$ cat src/rtl/alu_simd_scheduler_pkg.sv
// alu_simd_scheduler_pkg: shared widths, ALU mode, result tags and the issue record
package alu_simd_scheduler_pkg;
  localparam int L0_W = 27;
  localparam int L1_W = 18;
  localparam int FULL_W = 45;
  typedef enum logic {MODE_FULL = 1'b0, MODE_SIMD = 1'b1} mode_e;
  typedef enum logic [1:0] {TAG_NONE = 2'b00, TAG_R0 = 2'b01, TAG_R1 = 2'b10, TAG_PAIR = 2'b11} tag_e;
  typedef struct packed {
    tag_e tag;
    mode_e mode;
    logic cin;
    logic [FULL_W-1:0] w;
    logic [FULL_W-1:0] x;
    logic [FULL_W-1:0] y;
  } issue_t;
  function automatic logic [FULL_W-1:0] lane_pack(input logic full, input logic g0, input logic g1,
                                                  input logic [FULL_W-1:0] a0, input logic [L1_W-1:0] a1);
    return full ? a0 : {a1 & {L1_W{g1}}, a0[L0_W-1:0] & {L0_W{g0}}};
  endfunction
endpackage

$ cat src/rtl/alu_simd_scheduler_if.sv
// alu_simd_scheduler_if: request/result handshakes of the scheduler
// master = requesters/result consumers, slave = scheduler
interface alu_simd_scheduler_if;
  import alu_simd_scheduler_pkg::*;
  logic r0_valid, r0_ready, r0_wide, r0_cin;
  logic [FULL_W-1:0] r0_w, r0_x, r0_y;
  logic r1_valid, r1_ready;
  logic [L1_W-1:0] r1_w, r1_x, r1_y;
  logic s0_valid, s0_ready;
  logic [FULL_W-1:0] s0_data;
  logic s1_valid, s1_ready;
  logic [L1_W-1:0] s1_data;
  modport master(output r0_valid, r0_wide, r0_cin, r0_w, r0_x, r0_y, r1_valid, r1_w, r1_x, r1_y,
                 s0_ready, s1_ready, input r0_ready, r1_ready, s0_valid, s0_data, s1_valid, s1_data);
  modport slave(input r0_valid, r0_wide, r0_cin, r0_w, r0_x, r0_y, r1_valid, r1_w, r1_x, r1_y,
                s0_ready, s1_ready, output r0_ready, r1_ready, s0_valid, s0_data, s1_valid, s1_data);
endinterface

$ cat src/rtl/alu_simd_scheduler_alu.sv
// ALU_T_C3x2_F0_27bits_18bits: three-operand adder, full 45-bit or split 27/18-bit lanes
// ports: use_simd, cin (full mode), simd_carry_in (lane 0), w/x/y operands, result, simd_carry_out
module ALU_T_C3x2_F0_27bits_18bits
  import alu_simd_scheduler_pkg::*;
(
  input  logic              use_simd,
  input  logic              cin,
  input  logic              simd_carry_in,
  input  logic [FULL_W-1:0] w,
  input  logic [FULL_W-1:0] x,
  input  logic [FULL_W-1:0] y,
  output logic [FULL_W-1:0] result,
  output logic              simd_carry_out
);
  logic [L0_W+1:0] lo;
  logic [L1_W+1:0] hi;
  logic [FULL_W+1:0] full;
  always_comb begin
    lo = {2'b0, w[L0_W-1:0]} + {2'b0, x[L0_W-1:0]} + {2'b0, y[L0_W-1:0]} + {{(L0_W+1){1'b0}}, simd_carry_in};
    hi = {2'b0, w[FULL_W-1:L0_W]} + {2'b0, x[FULL_W-1:L0_W]} + {2'b0, y[FULL_W-1:L0_W]};
    full = {2'b0, w} + {2'b0, x} + {2'b0, y} + {{(FULL_W+1){1'b0}}, cin};
    result = use_simd ? {hi[L1_W-1:0], lo[L0_W-1:0]} : full[FULL_W-1:0];
    simd_carry_out = use_simd ? (|lo[L0_W+1:L0_W]) | (|hi[L1_W+1:L1_W]) : |full[FULL_W+1:FULL_W];
  end
endmodule

$ cat src/rtl/alu_simd_scheduler.sv
// alu_simd_scheduler: arbitrates two requesters onto one SIMD ALU, two-stage pipeline
// ports: clk, reset (async, active-high), bus (slave side of handshakes), starve_cnt (debug)
module alu_simd_scheduler
  import alu_simd_scheduler_pkg::*;
#(
  parameter int unsigned STARVE_LIMIT = 4
) (
  input  logic clk,
  input  logic reset,
  alu_simd_scheduler_if.slave bus,
  output logic [2:0] starve_cnt
);
  issue_t a_q, a_d;
  logic [2:0] starve_q, starve_d;
  logic s0_valid_q, s0_valid_d, s1_valid_q, s1_valid_d;
  logic [FULL_W-1:0] s0_data_q, s0_data_d, alu_res;
  logic [L1_W-1:0] s1_data_q, s1_data_d;
  logic adv, r0_full, conflict, force1, g0, g1, unused_cout;
  ALU_T_C3x2_F0_27bits_18bits u_alu (
    .use_simd(a_q.mode), .cin(a_q.cin), .simd_carry_in(1'b0),
    .w(a_q.w), .x(a_q.x), .y(a_q.y), .result(alu_res), .simd_carry_out(unused_cout)
  );
  always_comb begin
    // stage R may only be overwritten once every result it holds has been taken
    adv = !(s0_valid_q && !bus.s0_ready) && !(s1_valid_q && !bus.s1_ready);
    r0_full = bus.r0_valid && bus.r0_wide;
    conflict = r0_full && bus.r1_valid;
    force1 = conflict && starve_q == 3'(STARVE_LIMIT);
    g0 = bus.r0_valid && !force1;
    g1 = bus.r1_valid && (!r0_full || force1);
    a_d = a_q;
    if (adv) begin
      a_d.tag = tag_e'({g1, g0});
      a_d.mode = (g0 && bus.r0_wide) ? MODE_FULL : MODE_SIMD;
      a_d.cin = g0 && bus.r0_wide && bus.r0_cin;
      a_d.w = lane_pack(g0 && bus.r0_wide, g0, g1, bus.r0_w, bus.r1_w);
      a_d.x = lane_pack(g0 && bus.r0_wide, g0, g1, bus.r0_x, bus.r1_x);
      a_d.y = lane_pack(g0 && bus.r0_wide, g0, g1, bus.r0_y, bus.r1_y);
    end
    starve_d = (adv && g1) ? 3'd0 : (adv && conflict) ? starve_q + 3'd1 : starve_q;
    s0_valid_d = adv ? (a_q.tag == TAG_R0 || a_q.tag == TAG_PAIR) : s0_valid_q && !bus.s0_ready;
    s1_valid_d = adv ? (a_q.tag == TAG_R1 || a_q.tag == TAG_PAIR) : s1_valid_q && !bus.s1_ready;
    s0_data_d = adv ? (a_q.mode == MODE_SIMD ? {{L1_W{1'b0}}, alu_res[L0_W-1:0]} : alu_res) : s0_data_q;
    s1_data_d = adv ? alu_res[FULL_W-1:L0_W] : s1_data_q;
  end
  always_ff @(posedge clk or posedge reset)
    if (reset) begin
      a_q <= '0;
      starve_q <= '0;
      s0_valid_q <= 1'b0;
      s1_valid_q <= 1'b0;
      s0_data_q <= '0;
      s1_data_q <= '0;
    end else begin
      a_q <= a_d;
      starve_q <= starve_d;
      s0_valid_q <= s0_valid_d;
      s1_valid_q <= s1_valid_d;
      s0_data_q <= s0_data_d;
      s1_data_q <= s1_data_d;
    end
  assign bus.r0_ready = !reset && adv && g0;
  assign bus.r1_ready = !reset && adv && g1;
  assign bus.s0_valid = s0_valid_q;
  assign bus.s1_valid = s1_valid_q;
  assign bus.s0_data = s0_data_q;
  assign bus.s1_data = s1_data_q;
  assign starve_cnt = starve_q;
endmodule
$ cat src/flat_wrapper.sv
// flat-port wrapper written by rule: the top's interface ports become plain ports
module alu_simd_scheduler_flat import alu_simd_scheduler_pkg::*;
#(
  parameter int unsigned STARVE_LIMIT = 4
)
  (clk, reset, starve_cnt, bus_r0_valid, bus_r0_wide, bus_r0_cin, bus_r0_w, bus_r0_x, bus_r0_y, bus_r1_valid, bus_r1_w, bus_r1_x, bus_r1_y, bus_s0_ready, bus_s1_ready, bus_r0_ready, bus_r1_ready, bus_s0_valid, bus_s0_data, bus_s1_valid, bus_s1_data);
  alu_simd_scheduler_if bus_i ();
  input  logic clk;
  input  logic reset;
  output logic [2:0] starve_cnt;
  input wire logic [$bits(bus_i.r0_valid)-1:0] bus_r0_valid;
  input wire logic [$bits(bus_i.r0_wide)-1:0] bus_r0_wide;
  input wire logic [$bits(bus_i.r0_cin)-1:0] bus_r0_cin;
  input wire logic [$bits(bus_i.r0_w)-1:0] bus_r0_w;
  input wire logic [$bits(bus_i.r0_x)-1:0] bus_r0_x;
  input wire logic [$bits(bus_i.r0_y)-1:0] bus_r0_y;
  input wire logic [$bits(bus_i.r1_valid)-1:0] bus_r1_valid;
  input wire logic [$bits(bus_i.r1_w)-1:0] bus_r1_w;
  input wire logic [$bits(bus_i.r1_x)-1:0] bus_r1_x;
  input wire logic [$bits(bus_i.r1_y)-1:0] bus_r1_y;
  input wire logic [$bits(bus_i.s0_ready)-1:0] bus_s0_ready;
  input wire logic [$bits(bus_i.s1_ready)-1:0] bus_s1_ready;
  output wire logic [$bits(bus_i.r0_ready)-1:0] bus_r0_ready;
  output wire logic [$bits(bus_i.r1_ready)-1:0] bus_r1_ready;
  output wire logic [$bits(bus_i.s0_valid)-1:0] bus_s0_valid;
  output wire logic [$bits(bus_i.s0_data)-1:0] bus_s0_data;
  output wire logic [$bits(bus_i.s1_valid)-1:0] bus_s1_valid;
  output wire logic [$bits(bus_i.s1_data)-1:0] bus_s1_data;
  assign bus_i.r0_valid = bus_r0_valid;
  assign bus_i.r0_wide = bus_r0_wide;
  assign bus_i.r0_cin = bus_r0_cin;
  assign bus_i.r0_w = bus_r0_w;
  assign bus_i.r0_x = bus_r0_x;
  assign bus_i.r0_y = bus_r0_y;
  assign bus_i.r1_valid = bus_r1_valid;
  assign bus_i.r1_w = bus_r1_w;
  assign bus_i.r1_x = bus_r1_x;
  assign bus_i.r1_y = bus_r1_y;
  assign bus_i.s0_ready = bus_s0_ready;
  assign bus_i.s1_ready = bus_s1_ready;
  assign bus_r0_ready = bus_i.r0_ready;
  assign bus_r1_ready = bus_i.r1_ready;
  assign bus_s0_valid = bus_i.s0_valid;
  assign bus_s0_data = bus_i.s0_data;
  assign bus_s1_valid = bus_i.s1_valid;
  assign bus_s1_data = bus_i.s1_data;
  alu_simd_scheduler #(.STARVE_LIMIT(STARVE_LIMIT)) u_core (.clk(clk), .reset(reset), .bus(bus_i), .starve_cnt(starve_cnt));
endmodule
$ cat config.mk
export PLATFORM = sky130hd
export DESIGN_NAME = alu_simd_scheduler_flat
export DESIGN_NICKNAME = d
export VERILOG_FILES = /design/src/rtl/alu_simd_scheduler_pkg.sv /design/src/rtl/alu_simd_scheduler_if.sv /design/src/rtl/alu_simd_scheduler_alu.sv /design/src/rtl/alu_simd_scheduler.sv /design/src/flat_wrapper.sv
export SDC_FILE = /design/constraint.sdc
export NUM_CORES = 1
export LEC_CHECK = 0
export CORE_ASPECT_RATIO = 1.4
export CORE_MARGIN = 2
export CORE_UTILIZATION = 54
export CTS_CLUSTER_DIAMETER = 50
export DETAILED_ROUTE_END_ITERATION = 8
export GPL_TIMING_DRIVEN = 0
export HOLD_SLACK_MARGIN = 0.1
export PLACE_DENSITY = 0.9
export SLEW_MARGIN = 20
export SYNTH_ARGS = -nofsm -noshare
export SYNTH_HDL_FRONTEND = slang
export SYNTH_HIERARCHICAL = 1
export SYNTH_SLANG_ARGS = --single-unit
$ cat constraint.sdc
create_clock -name clk -period 10.2 [get_ports clk]
set_input_delay 1.53 -clock clk [delete_from_list [all_inputs] [get_ports clk]]
set_output_delay 1.53 -clock clk [all_outputs]
set_load 0.05 [all_outputs]
==> results.toml, run 1 <==
[global_route]
grt_pass1_vias = 12160
grt_max_degree = 85
grt_pass1_wl_um = 61280
antenna_found_initial = 3
track_usage = 0.3309
gr-total-overflow = 0

[cells_and_area]
stdcell_count = 1982
area_growth_pct = 31.38
final_nets = 1959
final_util = 0.7160
drive_above_1_share = 0.06079

[clock_network]
cts_hold_buf = 0
clock_path_buffers = 3
h-tree-depth = 1
cts.sinks = 207
clkTransAtPathRegs_ns = 0.06
cts_made_buffers = 21
clkLatencyLatePin_ns = 0.50
cts_tree = "done"
postCtsSetupBuffers = 0
clockRootBuffer = "clkbuf_16"
cts_resized = 0

[die]
core_area_um2 = 22370
dieArea_um2 = 23810
core.rowCount = 65
io_pins = 267
die_x_um = 131.0
die_h_um = 181.8
start_util = 0.5450

[worst_hold_path]
min-delay-start = "u_core/bus.s0_data[39]"
holdPathStages = 2
holdPathEnd = "u_core/bus.s0_data[39]"
hold_class = "reg2reg"

[critical_path]
ff2ff_path_depth = 13
cp-end-kind = "primary output"
slowest_stage = "clkdlybuf4s50_1"
required_ns = 8.67
critPathMaxFanout = 10
cp_slowest_stage_delay_ns = 0.85
path_buf_inv = 4
r2r_end = "u_core/bus.s0_data[18]"
worst-setup-path-type = "in2out"
startpoint = "bus_s0_ready"
arrival_ns = 4.28
crit_family = "buffers and inverters"
rrSetupSlack_ns = 6.26
crit_chain = "clkdlybuf4s50_1 > nand2b_1 > nand2_1 > buf_2 > buf_2 > nor3_1 > clkdlybuf4s50_1"
crit-reg2reg-launch = "u_core/a_q[0]"
cp-start-kind = "primary input"

[sta]
post-route-min-period_ns = 5.815
tns_ns = 0
maxSlewViolCount = 0
worstMarginPinSlew_ns = 0.7614
min_period_over_period = 0.5701
hold_viol_final = 0
fin_skew_ns = 0.01468
setup_viol = 0
rsz0062_at_grt = "false"
relSlewSlack = 0.4881
timing.fmax_ghz = 0.1720

[placement]
hpwl_um = 30600
gp_congestion = 0.9417
portBuffers = 266
placed_cells = 1942

[routing]
drc_errors = 0
initialDrtViolationCount = 870
totalWireLength_um = 39010
drt_first_pass_iters = 5
vias = 11620
viasPerCell = 5.860
routedWlPerCell_um = 19.68
antenna_left = 0

[yosys]
yosysWarnings = 6
synth_area_per_cell_um2 = 8.878
synthCells = 1373
synth_nets = 1668
syn_area_um2 = 12190

[job]
cap_violations = 0

[run_status]
status = "finished, final reports clean"
-- metal layers --
layer / global-route usage / wire length (um) / share of wire
met1: 0.3502 / 13410 / 0.34
met2: 0.5994 / 20300 / 0.52
met3: 0.04508 / 2390 / 0.061
met4: 0.2153 / 2906 / 0.074
met5: 0 / 0 / 0
-- state kept, by name, summed over array words and instances (netlist names) --
name and cells:
u_core/bus.s0_valid 1, u_core/starve_cnt 3, u_core/bus.s1_data 18, u_core/bus.s1_valid 1
u_core/bus.s0_data 45, u_core/a_q 139
-- how the worst max path moves through the flow --
stage	cells after the start	endpoint	slack, ns
4_1_cts	7	bus_r0_ready	4.42
5_1_grt	7	bus_r0_ready	4.35
3_5_place_dp	7	bus_r0_ready	4.43
3_3_place_gp	2	u_core/bus.s0_data[34]	0.68
2_1_floorplan	1	u_core/a_q[0]	3.02
6_report	7	bus_r0_ready	4.39
-- tightest hold or removal path: cells and delay by family, from the launching register on --
family / cells / cell delay (ns)
DFF: 1 / 0.34
and+or+nand+nor: 2 / 0.10
-- cells in the final DEF (no fill, tap or decap), drive strengths merged, types with 11 or more instances in the layout --
cell	n
and3	12
inv	23
nand4	12
fa	49
dfrtp	207
o21ai	112
clkbuf	66
clkdlybuf4s50	266
xor2	19
buf	52
ha	49
xnor2	21
a221oi	54
a21oi	61
nand3b	21
a21o	14
nor2	128
nand3	11
nand2	393
a31oi	13
-- metrics by stage --
step	area (um^2)	setup slack [ns]	hold slack, ns
after CTS	16010	4.416	0.4710
final	16010	4.385	0.4672
after global placement	15230	0.6782	0.4498
after global routing	16010	4.348	0.5018
after detailed placement	15290	4.426	0.4573
after floorplan	12190	3.018	0.4469
-- area by class of cell --
type | count | area [um^2]
Fill cell | 1629 | 6351
Sequential cell | 207 | 5180
Buffer | 90 | 425.4
Multi-Input combinational cell | 1055 | 6505
Inverter | 21 | 86.33
Clock buffer | 26 | 564.3
Antenna cell | 3 | 7.507
Timing Repair Buffer | 268 | 2718
Clock inverter | 11 | 151.4
Tap cell | 301 | 376.6
Power of run 1 is left out: the tool's default activity adds up to more than one toggle a clock period on the data nets, which glitch-free logic cannot reach.
==> inputs of run 2 (changes only) <==
--- a/config.mk
+++ b/config.mk
@@ -7,12 +7,12 @@
 export LEC_CHECK = 0
 export CORE_ASPECT_RATIO = 1.4
 export CORE_MARGIN = 2
-export CORE_UTILIZATION = 54
+export CORE_UTILIZATION = 47
 export CTS_CLUSTER_DIAMETER = 50
 export DETAILED_ROUTE_END_ITERATION = 8
 export GPL_TIMING_DRIVEN = 0
 export HOLD_SLACK_MARGIN = 0.1
-export PLACE_DENSITY = 0.9
+export PLACE_DENSITY = 0.84
 export SLEW_MARGIN = 20
 export SYNTH_ARGS = -nofsm -noshare
 export SYNTH_HDL_FRONTEND = slang
==> constraint.sdc (replaced) <==
create_clock -name clk -period 5 [get_ports clk]
set_input_delay 0.75 -clock clk [delete_from_list [all_inputs] [get_ports clk]]
set_output_delay 0.75 -clock clk [all_outputs]
set_load 0.05 [all_outputs]
==> results.toml, run 2 (synthesized netlist as in run 1, its figures left out) <==
[run_status]
failed_checks = "DRC"
status = "finished, violations left"

[sta]
hold_viol_final = 0
min_period_over_period = 0.8492
maxSlewViolCount = 0
worstMarginPinSlew_ns = 0.7279
tns_ns = 0
timing.fmax_ghz = 0.2355
fin_skew_ns = 0.01757
relSlewSlack = 0.5106
post-route-min-period_ns = 4.246
rsz0062_at_grt = "false"
setup_viol = 0

[clock_network]
cts_hold_buf = 0
cts_resized = 0
clkTransAtPathRegs_ns = 0.05
h-tree-depth = 1
cts.sinks = 207
cts_tree = "done"
postCtsSetupBuffers = 0
cts_made_buffers = 23
clkLatencyLatePin_ns = 0.51
clockRootBuffer = "clkbuf_16"
clock_path_buffers = 3

[cells_and_area]
largest_reg_flops = 139
area_growth_pct = 32.49
final_nets = 1966
largest-register = "u_core/a_q"
final_util = 0.6341
layout_commonest_cell = "nand2_1"
drive_above_1_share = 0.06365
final_cell_mix = "nand2_1 (392), clkdlybuf4s50_1 (266), dfrtp_1 (207), nor2_1 (128), o21ai_0 (108)"

[global_route]
grt_max_degree = 35
grt_pass1_wl_um = 61620
track_usage = 0.2866
gr-total-overflow = 0
grt_pass1_vias = 11870
antenna_found_initial = 3

[placement]
hpwl_um = 30830
gp_congestion = 0.9016
portBuffers = 266

[critical_path]
required_ns = 4.25
cp-end-kind = "primary output"
critPathMaxFanout = 10
worst-setup-path-type = "in2out"
cp-start-kind = "primary input"
arrival_ns = 3.50

[routing]
initialDrtViolationCount = 658
totalWireLength_um = 38810
drt_first_pass_iters = 7
routedWlPerCell_um = 19.40
viasPerCell = 5.639
drc_errors = 22
antenna_left = 0
vias = 11280

[worst_hold_path]
hold_class = "reg2reg"

[die]
core.rowCount = 69
die_x_um = 140.1
start_util = 0.4786
core_area_um2 = 25470
die_h_um = 194.5
io_pins = 267
dieArea_um2 = 27260

[job]
cap_violations = 0
-- run 2: layer usage --
metal,GRT usage,part of all wire,vias up
li1,-,-,5259
met1,0.3055,0.34,5433
met2,0.5431,0.54,465
met3,0.04237,0.061,122
met4,0.1467,0.054,4
met5,0,0.00077,-
-- run 2: final timing paths --
check                      cells after the start  slack [ns]                     end                    from
min in group asynchronous                      2        0.71     u_core/bus.s0_valid                   reset
hold reg to reg                                2        0.47  u_core/bus.s0_data[44]  u_core/bus.s0_data[44]
hold / removal                                 2        0.47  u_core/bus.s0_data[44]  u_core/bus.s0_data[44]
max in group asynchronous                      6        3.16          u_core/a_q[93]                   reset
setup / recovery                               7        0.75            bus_r1_ready            bus_s0_ready
setup reg to reg                              13        1.11  u_core/bus.s0_data[18]           u_core/a_q[0]
-- run 2: worst max-delay path: stages --
cell and delay (ns):
clkdlybuf4s50_1 0.45, nand2b_1 0.19, nand2_1 0.43, buf_2 0.37, buf_2 0.24, nor3_1 0.22
clkdlybuf4s50_1 0.83
-- run 2: final cells by class --
class | count | area [um^2]
antenna | 1 | 2.502
buffer | 90 | 425.4
clock buffer | 26 | 606.8
clock inverter | 9 | 137.6
fill | 2146 | 9319
inverter | 21 | 82.58
multi-input combinational | 1055 | 6505
sequential | 207 | 5180
tap | 319 | 399.1
timing repair buffer | 273 | 2810
-- run 2: metrics by stage --
stage                     setup slack (ns)  instances  instance area, um^2  hold WS, ns
after detailed placement            0.8086       1965                15400       0.4548
after CTS                           0.7982       2000                16150       0.4683
after global placement             0.02331       1958                15250       0.4511
after floorplan                      1.564       1373                12190       0.4469
after global routing                0.7067       2000                16150       0.4981
final                               0.7539       2001                16150       0.4694
Power of run 2 is left out for the same reason.
==> inputs of run 3 (changes only) <==
==> constraint.sdc (replaced) <==
create_clock -name clk -period 3.9 [get_ports clk]
set_input_delay 0.585 -clock clk [delete_from_list [all_inputs] [get_ports clk]]
set_output_delay 0.585 -clock clk [all_outputs]
set_load 0.05 [all_outputs]
==> results.toml, run 3 (synthesized netlist as in run 1, its figures left out) <==
[run_status]
status = "finished, violations left"
failed_checks = "DRC"

[die]
io_pins = 267
start_util = 0.4786
core_area_um2 = 25470
dieArea_um2 = 27260
die_h_um = 194.5
die_x_um = 140.1
core.rowCount = 69

[job]
cap_violations = 0

[routing]
routed-wl-met3_um = 2301
wl_met2_um = 20990
drt-met1-wl_um = 13410
totalWireLength_um = 38790
initialDrtViolationCount = 614
viasPerCell = 5.627
drt_first_pass_iters = 7
topRoutingLayerUsed = "met5"
vias = 11250
routedWlPerCell_um = 19.39
drc_errors = 22
antenna_left = 0

[cells_and_area]
drive_above_1_share = 0.06607
stdcell_count = 2000
largest-register = "u_core/a_q"
area_growth_pct = 32.69
largest_reg_flops = 139
final_nets = 1965
layout_commonest_cell = "nand2_1"
fillCellCount = 2144
final_cell_mix = "nand2_1 (392), clkdlybuf4s50_1 (264), dfrtp_1 (207), nor2_1 (128), o21ai_0 (108)"

[critical_path]
slowest_stage = "fa_1"
crit_family = "compound AO/OA/AOI/OAI gates"
required_ns = 4.33
crit_chain = "fa_1 > ha_1 > fa_1 > mux2i_1 > o21ai_0 > a31oi_2 > o21bai_1 > a31oi_2 > o21ai_0 > a31oi_1 > xnor2_1 > nand2_1 > nand2_1"
cp-end-kind = "flop"
path_buf_inv = 0
cp_slowest_stage_delay_ns = 0.50
cp-start-kind = "flop"
worst-setup-path-type = "reg2reg"
arrival_ns = 4.19
critPathMaxFanout = 4

[sta]
post-route-min-period_ns = 3.751
maxSlewViolCount = 0
worstMarginPinSlew_ns = 0.7519
relSlewSlack = 0.4944
min_period_over_period = 0.9618
rsz0062_at_grt = "false"
hold_viol_final = 0
setup_viol = 0
fin_skew_ns = 0.01816
tns_ns = 0
timing.fmax_ghz = 0.2666

[clock_network]
cts_hold_buf = 0
clock_path_buffers = 3
cts_made_buffers = 23
h-tree-depth = 1
cts_tree = "done"
postCtsSetupBuffers = 0
clockRootBuffer = "clkbuf_16"
clkTransAtPathRegs_ns = 0.06
cts.sinks = 207
clkLatencyLatePin_ns = 0.51

[placement]
placed_cells = 1965
gp_congestion = 0.9016
portBuffers = 266
hpwl_um = 30830

[worst_hold_path]
hold_class = "reg2reg"

[global_route]
track_usage = 0.2866
grt_pass1_vias = 11870
antenna_found_initial = 3
gr-total-overflow = 0
grt_max_degree = 35
grt_pass1_wl_um = 61620
run 3: cell count changes in the layout (fill, tap and decap cells not counted):
cell,previous run,this run
dlymetal6s2s_1,0,2
clkdlybuf4s50_1,266,264
clkbuf_1,40,39
a2111oi_0,1,0
a31oi_2,1,3
a2111oi_1,1,0
a2111oi_2,0,2
a31oi_1,11,9
run 3: worst reg2reg max path, stage by stage, from the launching register on:
cell      delay [ns]
dfrtp_1         0.43
fa_1            0.50
ha_1            0.23
fa_1            0.40
mux2i_1         0.26
o21ai_0         0.20
a31oi_2         0.32
o21bai_1        0.19
a31oi_2         0.38
o21ai_0         0.24
a31oi_1         0.25
xnor2_1         0.14
nand2_1         0.06
nand2_1         0.08
run 3: final cells by class:
class | count | area (um^2) | area share
sequential | 207 | 5180 | 0.3203
timing repair buffer | 273 | 2815 | 0.1741
clock buffer | 26 | 606.8 | 0.03752
antenna | 1 | 2.502 | 0.0001547
tap | 319 | 399.1 | 0.02468
multi-input combinational | 1055 | 6529 | 0.4037
inverter | 21 | 82.58 | 0.005106
buffer | 89 | 421.7 | 0.02607
clock inverter | 9 | 137.6 | 0.008509
run 3: repair_timing:
| action | CTS | global route |
|---|---|---|
| resized for setup | 0 | 7 |
| endpoints found under the setup margin | 0 | 14 |
| hold endpoints to repair | 0 | 0 |
run 3: path summary, 6_finish.rpt:
check	start	endpoint	slack (ns)	depth (start not counted)
hold / removal	u_core/bus.s0_data[41]	u_core/bus.s0_data[41]	0.47	2
hold reg to reg	u_core/bus.s0_data[41]	u_core/bus.s0_data[41]	0.47	2
setup reg to reg	u_core/a_q[0]	u_core/bus.s0_data[18]	0.15	13
max in group asynchronous	reset	u_core/a_q[93]	2.22	6
min in group asynchronous	reset	u_core/a_q[64]	0.54	2
setup / recovery	u_core/a_q[0]	u_core/bus.s0_data[18]	0.15	13
run 3: per-stage QoR:
stage / setup WS [ns] / utilization / hold WS [ns] / cell area, um^2
2_1_floorplan: 0.6288 / - / 0.4469 / 12190
3_3_place_gp: -0.9117 / 0.5990 / 0.4511 / 15250
6_report: 0.1492 / 0.6351 / 0.4672 / 16170
3_5_place_dp: 0.03858 / 0.6048 / 0.4548 / 15400
5_1_grt: 0.01635 / 0.6350 / 0.4981 / 16170
4_1_cts: 0.02824 / 0.6340 / 0.4683 / 16150
run 3: metal layers:
layer	global-route usage	up-vias
met5	0	-
met4	0.1467	4
met3	0.04237	114
met2	0.5431	451
met1	0.3055	5413
li1	-	5271
Power of run 3 is left out for the same reason.
